## src/rtl/fifo_wptr_full_pkg.sv

```systemverilog
// Shared FIFO constants and Gray-code helpers, reused by the write- and read-side
// pointer blocks.
package fifo_wptr_full_pkg;

  localparam int ADDR_SIZE_DEF = 4;
  localparam int DEPTH_DEF     = 2 ** ADDR_SIZE_DEF;
  localparam int AF_MARGIN_DEF = 1;

  // Helpers work on a wide container; callers size-cast the result to their width.
  localparam int PTR_MAX_W = 16;
  typedef logic [PTR_MAX_W-1:0] ptr_max_t;

  function automatic ptr_max_t bin2gray(input ptr_max_t b);
    return (b >> 1'b1) ^ b;
  endfunction

  function automatic ptr_max_t gray2bin(input ptr_max_t g);
    ptr_max_t b;
    b[PTR_MAX_W-1] = g[PTR_MAX_W-1];
    for (int i = PTR_MAX_W - 2; i >= 0; i--) begin
      b[i] = b[i+1] ^ g[i];
    end
    return b;
  endfunction

endpackage

```

## src/rtl/fifo_wptr_full_if.sv

```systemverilog
// Write-side FIFO pointer bus: write request and synchronized read pointer in,
// address, Gray pointer and status flags out.
interface fifo_wptr_full_if
  import fifo_wptr_full_pkg::*;
#(
  parameter int ADDR_SIZE = ADDR_SIZE_DEF
) ();

  logic                 winc;
  logic [ADDR_SIZE:0]   wq2_rptr;
  logic [ADDR_SIZE-1:0] waddr;
  logic [ADDR_SIZE:0]   wptr;
  logic                 wfull;
  logic                 walmost_full;
  logic [ADDR_SIZE:0]   wlevel;
  logic                 wovf;

  modport master (
    output winc, wq2_rptr,
    input  waddr, wptr, wfull, walmost_full, wlevel, wovf
  );

  modport slave (
    input  winc, wq2_rptr,
    output waddr, wptr, wfull, walmost_full, wlevel, wovf
  );

endinterface

```

## src/rtl/fifo_wptr_full_gray_counter.sv

```systemverilog
// Binary + Gray register pair with an increment enable; exposes next-state values
// so the parent can register flags at the same edge as the pointer.
module gray_counter
  import fifo_wptr_full_pkg::*;
#(
  parameter int W = 5
) (
  input  logic         clk,
  input  logic         rst,
  input  logic         i_inc,
  output logic [W-2:0] o_addr,
  output logic [W-1:0] o_gray,
  output logic [W-1:0] o_bin_next,
  output logic [W-1:0] o_gray_next
);

  logic [W-1:0] r_bin;
  logic [W-1:0] r_gray;
  logic [W-1:0] w_bin_next;
  logic [W-1:0] w_gray_next;

  assign w_bin_next  = r_bin + {{(W-1){1'b0}}, i_inc};
  assign w_gray_next = W'(bin2gray(ptr_max_t'(w_bin_next)));

  // Pointer pair register; Gray copy is a flop so it can cross domains cleanly.
  always_ff @(posedge clk) begin
    if (rst) begin
      r_bin  <= '0;
      r_gray <= '0;
    end else begin
      r_bin  <= w_bin_next;
      r_gray <= w_gray_next;
    end
  end

  assign o_addr      = r_bin[W-2:0];
  assign o_gray      = r_gray;
  assign o_bin_next  = w_bin_next;
  assign o_gray_next = w_gray_next;

endmodule

```

## src/rtl/fifo_wptr_full.sv

```systemverilog
// Write-domain pointer and full logic of an async FIFO: Gray write pointer,
// full / almost-full flags, occupancy estimate and sticky overflow.
module fifo_wptr_full
  import fifo_wptr_full_pkg::*;
#(
  parameter int ADDR_SIZE = ADDR_SIZE_DEF,
  parameter int AF_MARGIN = AF_MARGIN_DEF
) (
  input logic             clk,
  input logic             rst,
  fifo_wptr_full_if.slave bus
);

  localparam int DEPTH = 2 ** ADDR_SIZE;
  localparam int PW    = ADDR_SIZE + 1;
  localparam logic [PW-1:0] AF_THRESH = PW'(DEPTH - AF_MARGIN);

  logic                 w_accept;
  logic [ADDR_SIZE-1:0] w_addr;
  logic [PW-1:0]        w_gray;
  logic [PW-1:0]        w_bin_next;
  logic [PW-1:0]        w_gray_next;
  logic [PW-1:0]        w_rptr_full;
  logic [PW-1:0]        w_rbin;
  logic [PW-1:0]        w_level_next;
  logic                 w_full_next;
  logic                 w_af_next;

  logic                 r_full;
  logic                 r_af;
  logic [PW-1:0]        r_level;
  logic                 r_ovf;

  assign w_accept = bus.winc & ~r_full;

  gray_counter #(.W(PW)) u_wptr (
    .clk         (clk),
    .rst         (rst),
    .i_inc       (w_accept),
    .o_addr      (w_addr),
    .o_gray      (w_gray),
    .o_bin_next  (w_bin_next),
    .o_gray_next (w_gray_next)
  );

  // Full when the next write pointer equals the read pointer one lap ahead.
  assign w_rptr_full  = {~bus.wq2_rptr[ADDR_SIZE:ADDR_SIZE-1], bus.wq2_rptr[ADDR_SIZE-2:0]};
  assign w_full_next  = (w_gray_next == w_rptr_full);
  assign w_rbin       = PW'(gray2bin(ptr_max_t'(bus.wq2_rptr)));
  assign w_level_next = w_bin_next - w_rbin;
  assign w_af_next    = (w_level_next >= AF_THRESH);

  // Status flags, registered alongside the pointer; overflow is sticky until reset.
  always_ff @(posedge clk) begin
    if (rst) begin
      r_full  <= 1'b0;
      r_af    <= 1'b0;
      r_level <= '0;
      r_ovf   <= 1'b0;
    end else begin
      r_full  <= w_full_next;
      r_af    <= w_af_next;
      r_level <= w_level_next;
      r_ovf   <= r_ovf | (bus.winc & r_full);
    end
  end

  assign bus.waddr        = w_addr;
  assign bus.wptr         = w_gray;
  assign bus.wfull        = r_full;
  assign bus.walmost_full = r_af;
  assign bus.wlevel       = r_level;
  assign bus.wovf         = r_ovf;

endmodule

```

## src/flat_wrapper.sv

```systemverilog
// flat-port wrapper written by rule: the top's interface ports become plain ports
module fifo_wptr_full_flat import fifo_wptr_full_pkg::*;
#(
  parameter int ADDR_SIZE = ADDR_SIZE_DEF,
  parameter int AF_MARGIN = AF_MARGIN_DEF
)
  (clk, rst, bus_winc, bus_wq2_rptr, bus_waddr, bus_wptr, bus_wfull, bus_walmost_full, bus_wlevel, bus_wovf);
  fifo_wptr_full_if #(.ADDR_SIZE(ADDR_SIZE)) bus_i ();
  input logic clk;
  input logic rst;
  input wire logic [$bits(bus_i.winc)-1:0] bus_winc;
  input wire logic [$bits(bus_i.wq2_rptr)-1:0] bus_wq2_rptr;
  output wire logic [$bits(bus_i.waddr)-1:0] bus_waddr;
  output wire logic [$bits(bus_i.wptr)-1:0] bus_wptr;
  output wire logic [$bits(bus_i.wfull)-1:0] bus_wfull;
  output wire logic [$bits(bus_i.walmost_full)-1:0] bus_walmost_full;
  output wire logic [$bits(bus_i.wlevel)-1:0] bus_wlevel;
  output wire logic [$bits(bus_i.wovf)-1:0] bus_wovf;
  assign bus_i.winc = bus_winc;
  assign bus_i.wq2_rptr = bus_wq2_rptr;
  assign bus_waddr = bus_i.waddr;
  assign bus_wptr = bus_i.wptr;
  assign bus_wfull = bus_i.wfull;
  assign bus_walmost_full = bus_i.walmost_full;
  assign bus_wlevel = bus_i.wlevel;
  assign bus_wovf = bus_i.wovf;
  fifo_wptr_full #(.ADDR_SIZE(ADDR_SIZE), .AF_MARGIN(AF_MARGIN)) u_core (.clk(clk), .rst(rst), .bus(bus_i));
endmodule
```

## config.mk

```make
export PLATFORM = sky130hd
export DESIGN_NAME = fifo_wptr_full_flat
export DESIGN_NICKNAME = d
export VERILOG_FILES = /design/src/rtl/fifo_wptr_full_pkg.sv /design/src/rtl/fifo_wptr_full_if.sv /design/src/rtl/fifo_wptr_full_gray_counter.sv /design/src/rtl/fifo_wptr_full.sv /design/src/flat_wrapper.sv
export SDC_FILE = /design/constraint.sdc
export NUM_CORES = 1
export LEC_CHECK = 0
export ABC_AREA = 0
export CORE_MARGIN = 2
export CORE_UTILIZATION = 46
export DETAILED_ROUTE_END_ITERATION = 12
export GPL_TIMING_DRIVEN = 1
export PLACE_DENSITY = 0.77
export SLEW_MARGIN = 20
export SYNTH_ARGS = -nofsm -noshare
export SYNTH_HDL_FRONTEND = slang
export SYNTH_HIERARCHICAL = 1
export SYNTH_SLANG_ARGS = --single-unit
export TNS_END_PERCENT = 20
```

## constraint.sdc

```tcl
create_clock -name clk -period 3.5 [get_ports clk]
set_clock_uncertainty 0.2 [all_clocks]
set_input_delay 0.7 -clock clk [delete_from_list [all_inputs] [get_ports clk]]
set_output_delay 0.7 -clock clk [all_outputs]
set_load 0.05 [all_outputs]
```

==> run summary <==
Pwr dens: 493 nW/um^2
Synth Area in Adders: 0.106
P_leak: 0.490 nW
Final Net Count: 136
Number of synthesized flops with an enable pin: 0
Slowest cell on crit path: clkdlybuf4s50_1
# resized after CTS: 0
Number of hold buffers added after cts: 0
WP data required: 3.51 ns
Peak VDD IR: 0.407 mV
Mean Syn Cell Area: 9.82 um^2
Hold WS: 0.273 ns
Starting Density: 0.501
Slew HR: 0.601
Total CTS buffers: 3
Area delta synth->final: 34.6%
First-pass GRT wire length: 2460 um
Clock Latency Late Sink: 0.29 ns
Top cells by area, synth: dfxtp_1 (38%), xnor2_1 (12%), ha_1 (8.4%), nor2b_1 (6.3%), xor2_1 (5.9%)
Commonest register cell after synthesis: dfxtp_1
Diodes inserted: 0
Worst setup SP type: input pin
Max-cap violations: 0
Core footprint: 1780 um^2
Yosys top cell area share: 0.381
Post-synthesis sequential area ratio: 0.381
Top Ports: 25
Die area: 2310 um^2
Die X-Extent: 48.1 um
Total number of vias: 689
Post-DP HPWL: 1310 um
Syn nets: 106
Placed instance count: 141
Vias in the first global route: 608
Post-synthesis xor/xnor area fraction: 0.231
Area of the mapped netlist: 893 um^2
Synth area leader: dfxtp_1
Final critical-path share of the clock period: 0.918
Final Hold Viols: 0
Layout Utilization: 0.674
Post-synthesis compound-gate area fraction: 0.0546
Most common cell after layout, fill and taps aside: clkdlybuf4s50_1
Die span in y: 48.1 um
Pre-CTS setup slack: -0.0515 ns
Largest family of logic cells by synthesized area: XOR/XNOR gates
Placer Congestion: 0.793
WS Path Type: in2reg
Largest net degree at the start of global routing: 19
Placed cell areas: 1180 um^2
GR Overflow Total: 0
Final worst setup slack: 0.286 ns
WL/cell: 11.0 um
Port Buffers: 24
All-Layer GR Usage: 0.164
TritonCTS clock tree: yes
Ys Warns: 6
FF+latch count, synth: 17
H-tree Lvls: 1
Initial DRT Pass Iterations: 4
RSZ-0062 raised after global routing: false
Hold crit path type: reg2reg
Synth Area in Simple Gates: 0.165
CP arrival: 3.23 ns
Row count: 15
Final ANT Viol Nets: 0
Root buf cell: clkbuf_4
Critical path cell sequence: clkdlybuf4s50_1 -> xnor2_2 -> xor2_2 -> xor2_2 -> xnor2_1 -> ha_1 -> fa_1 -> xor2_1 -> nor4b_1 -> mux2i_1 -> a21oi_1
# setup viols final: 0
Worst-path clk slew: 0.09 ns
Slew @ Worst Pin: 0.596 ns
Post-Layout Cell Count: 145
# Post-CTS Setup Buffers: 0
WL final: 1590 um
Routed vias/inst: 4.75
Crit. End Element: register
Slew Limit Fails: 0
Final Cell Area: 1200 um^2
Status: finished, final reports clean
Number of library cell types mapped by synthesis: 26
Most frequent cells in the layout: clkdlybuf4s50_1 (24), dfxtp_1 (17), xnor2_1 (12), nor2_1 (10), nor2b_1 (9)
CTS sink cnt: 17
Layout cell share with drive strength beyond 1: 0.100
Crit path top cell by count: xor2_2
Remaining DRCs: 0
CP peak stage delay: 0.48 ns
Initial antenna violation count: 0
Post-Synthesis Cells: 91
Ys async rst share: 0
Worst-path fanout max: 3
Final min period: 3.21 ns
Clk buf depth: 2
Drt initial violations: 8
Max Freq: 311 MHz
Multiplexer share of the synthesized area: 0.0280
## metrics by stage
step | power [W] | TNS [ns]
2_1_floorplan | 0.000414 | 0
3_5_place_dp | 0.000495 | -0.0515
6_report | 0.000593 | 0
5_1_grt | 0.000625 | 0
3_3_place_gp | 0.000488 | 0
4_1_cts | 0.000599 | 0
## worst paths after layout
| path | startpoint | slack [ns] | depth (start not counted) | to |
|---|---|---|---|---|
| max | bus_wq2_rptr[3] | 0.29 | 11 | u_core/bus.walmost_full |
| min | u_core/bus.wovf | 0.27 | 2 | u_core/bus.wovf |
| max reg2reg | u_core/bus.wfull | 0.91 | 10 | u_core/bus.walmost_full |
| min reg2reg | u_core/bus.wovf | 0.27 | 2 | u_core/bus.wovf |
## flip-flops by register name, summed over array words and instances (netlist names)
| name | cells |
|---|---|
| u_core/u_wptr/r_bin | 5 |
| u_core/u_wptr/o_gray | 4 |
| u_core/bus.wfull | 1 |
| u_core/bus.wovf | 1 |
| u_core/bus.walmost_full | 1 |
| u_core/bus.wlevel | 5 |
## layer usage
layer	part of all wire	vias up	global-route usage
li1	-	354	-
met1	0.42	310	0.173
met2	0.50	21	0.272
met3	0.050	4	0.0528
met4	0.028	0	0.119
met5	0	-	0
## Yosys cell counts, types with 2 or more instances
master,n
xnor2_1,12
nor2_1,10
xor2_2,2
nor2b_1,9
ha_1,6
dfxtp_1,17
nand3_1,2
nand2_1,3
inv_1,4
a21oi_1,5
xor2_1,6
## power by group
group | switching [W] | internal, W
logic | 0.000162 | 0.000103
clock network | 0.0000592 | 0.0000443
registers | 0.00000766 | 0.000217
total | 0.000229 | 0.000364
## critical path: cells and delay by family
| family | cells | cell delay [ns] |
|---|---|---|
| xor+xnor | 5 | 0.95 |
| fa+ha+maj | 2 | 0.60 |
| simple gates | 1 | 0.24 |
| compound gates | 1 | 0.15 |
| mux | 1 | 0.11 |
| buf+inv | 1 | 0.48 |
## layout make-up
| class | count | area [um^2] |
|---|---|---|
| fillers | 152 | 581 |
| well taps | 25 | 31.3 |
| repair buffers | 27 | 263 |
| clock buffers | 4 | 26.3 |
| multi-input cells | 67 | 523 |
| inverters | 5 | 18.8 |
| flip-flops and latches | 17 | 340 |
## cell families (layout without fill, tap and decap cells)
family	count (synthesis)	count (layout)
muxes	2	2
xor gates and xnor gates	21	21
AOI/OAI and AO/OA	8	8
adders and majority gates	7	7
and+or+nand+nor	29	29
DFF	17	17
buffers and inverters	7	36
No activity file was read; power rests on OpenSTA's default activity.
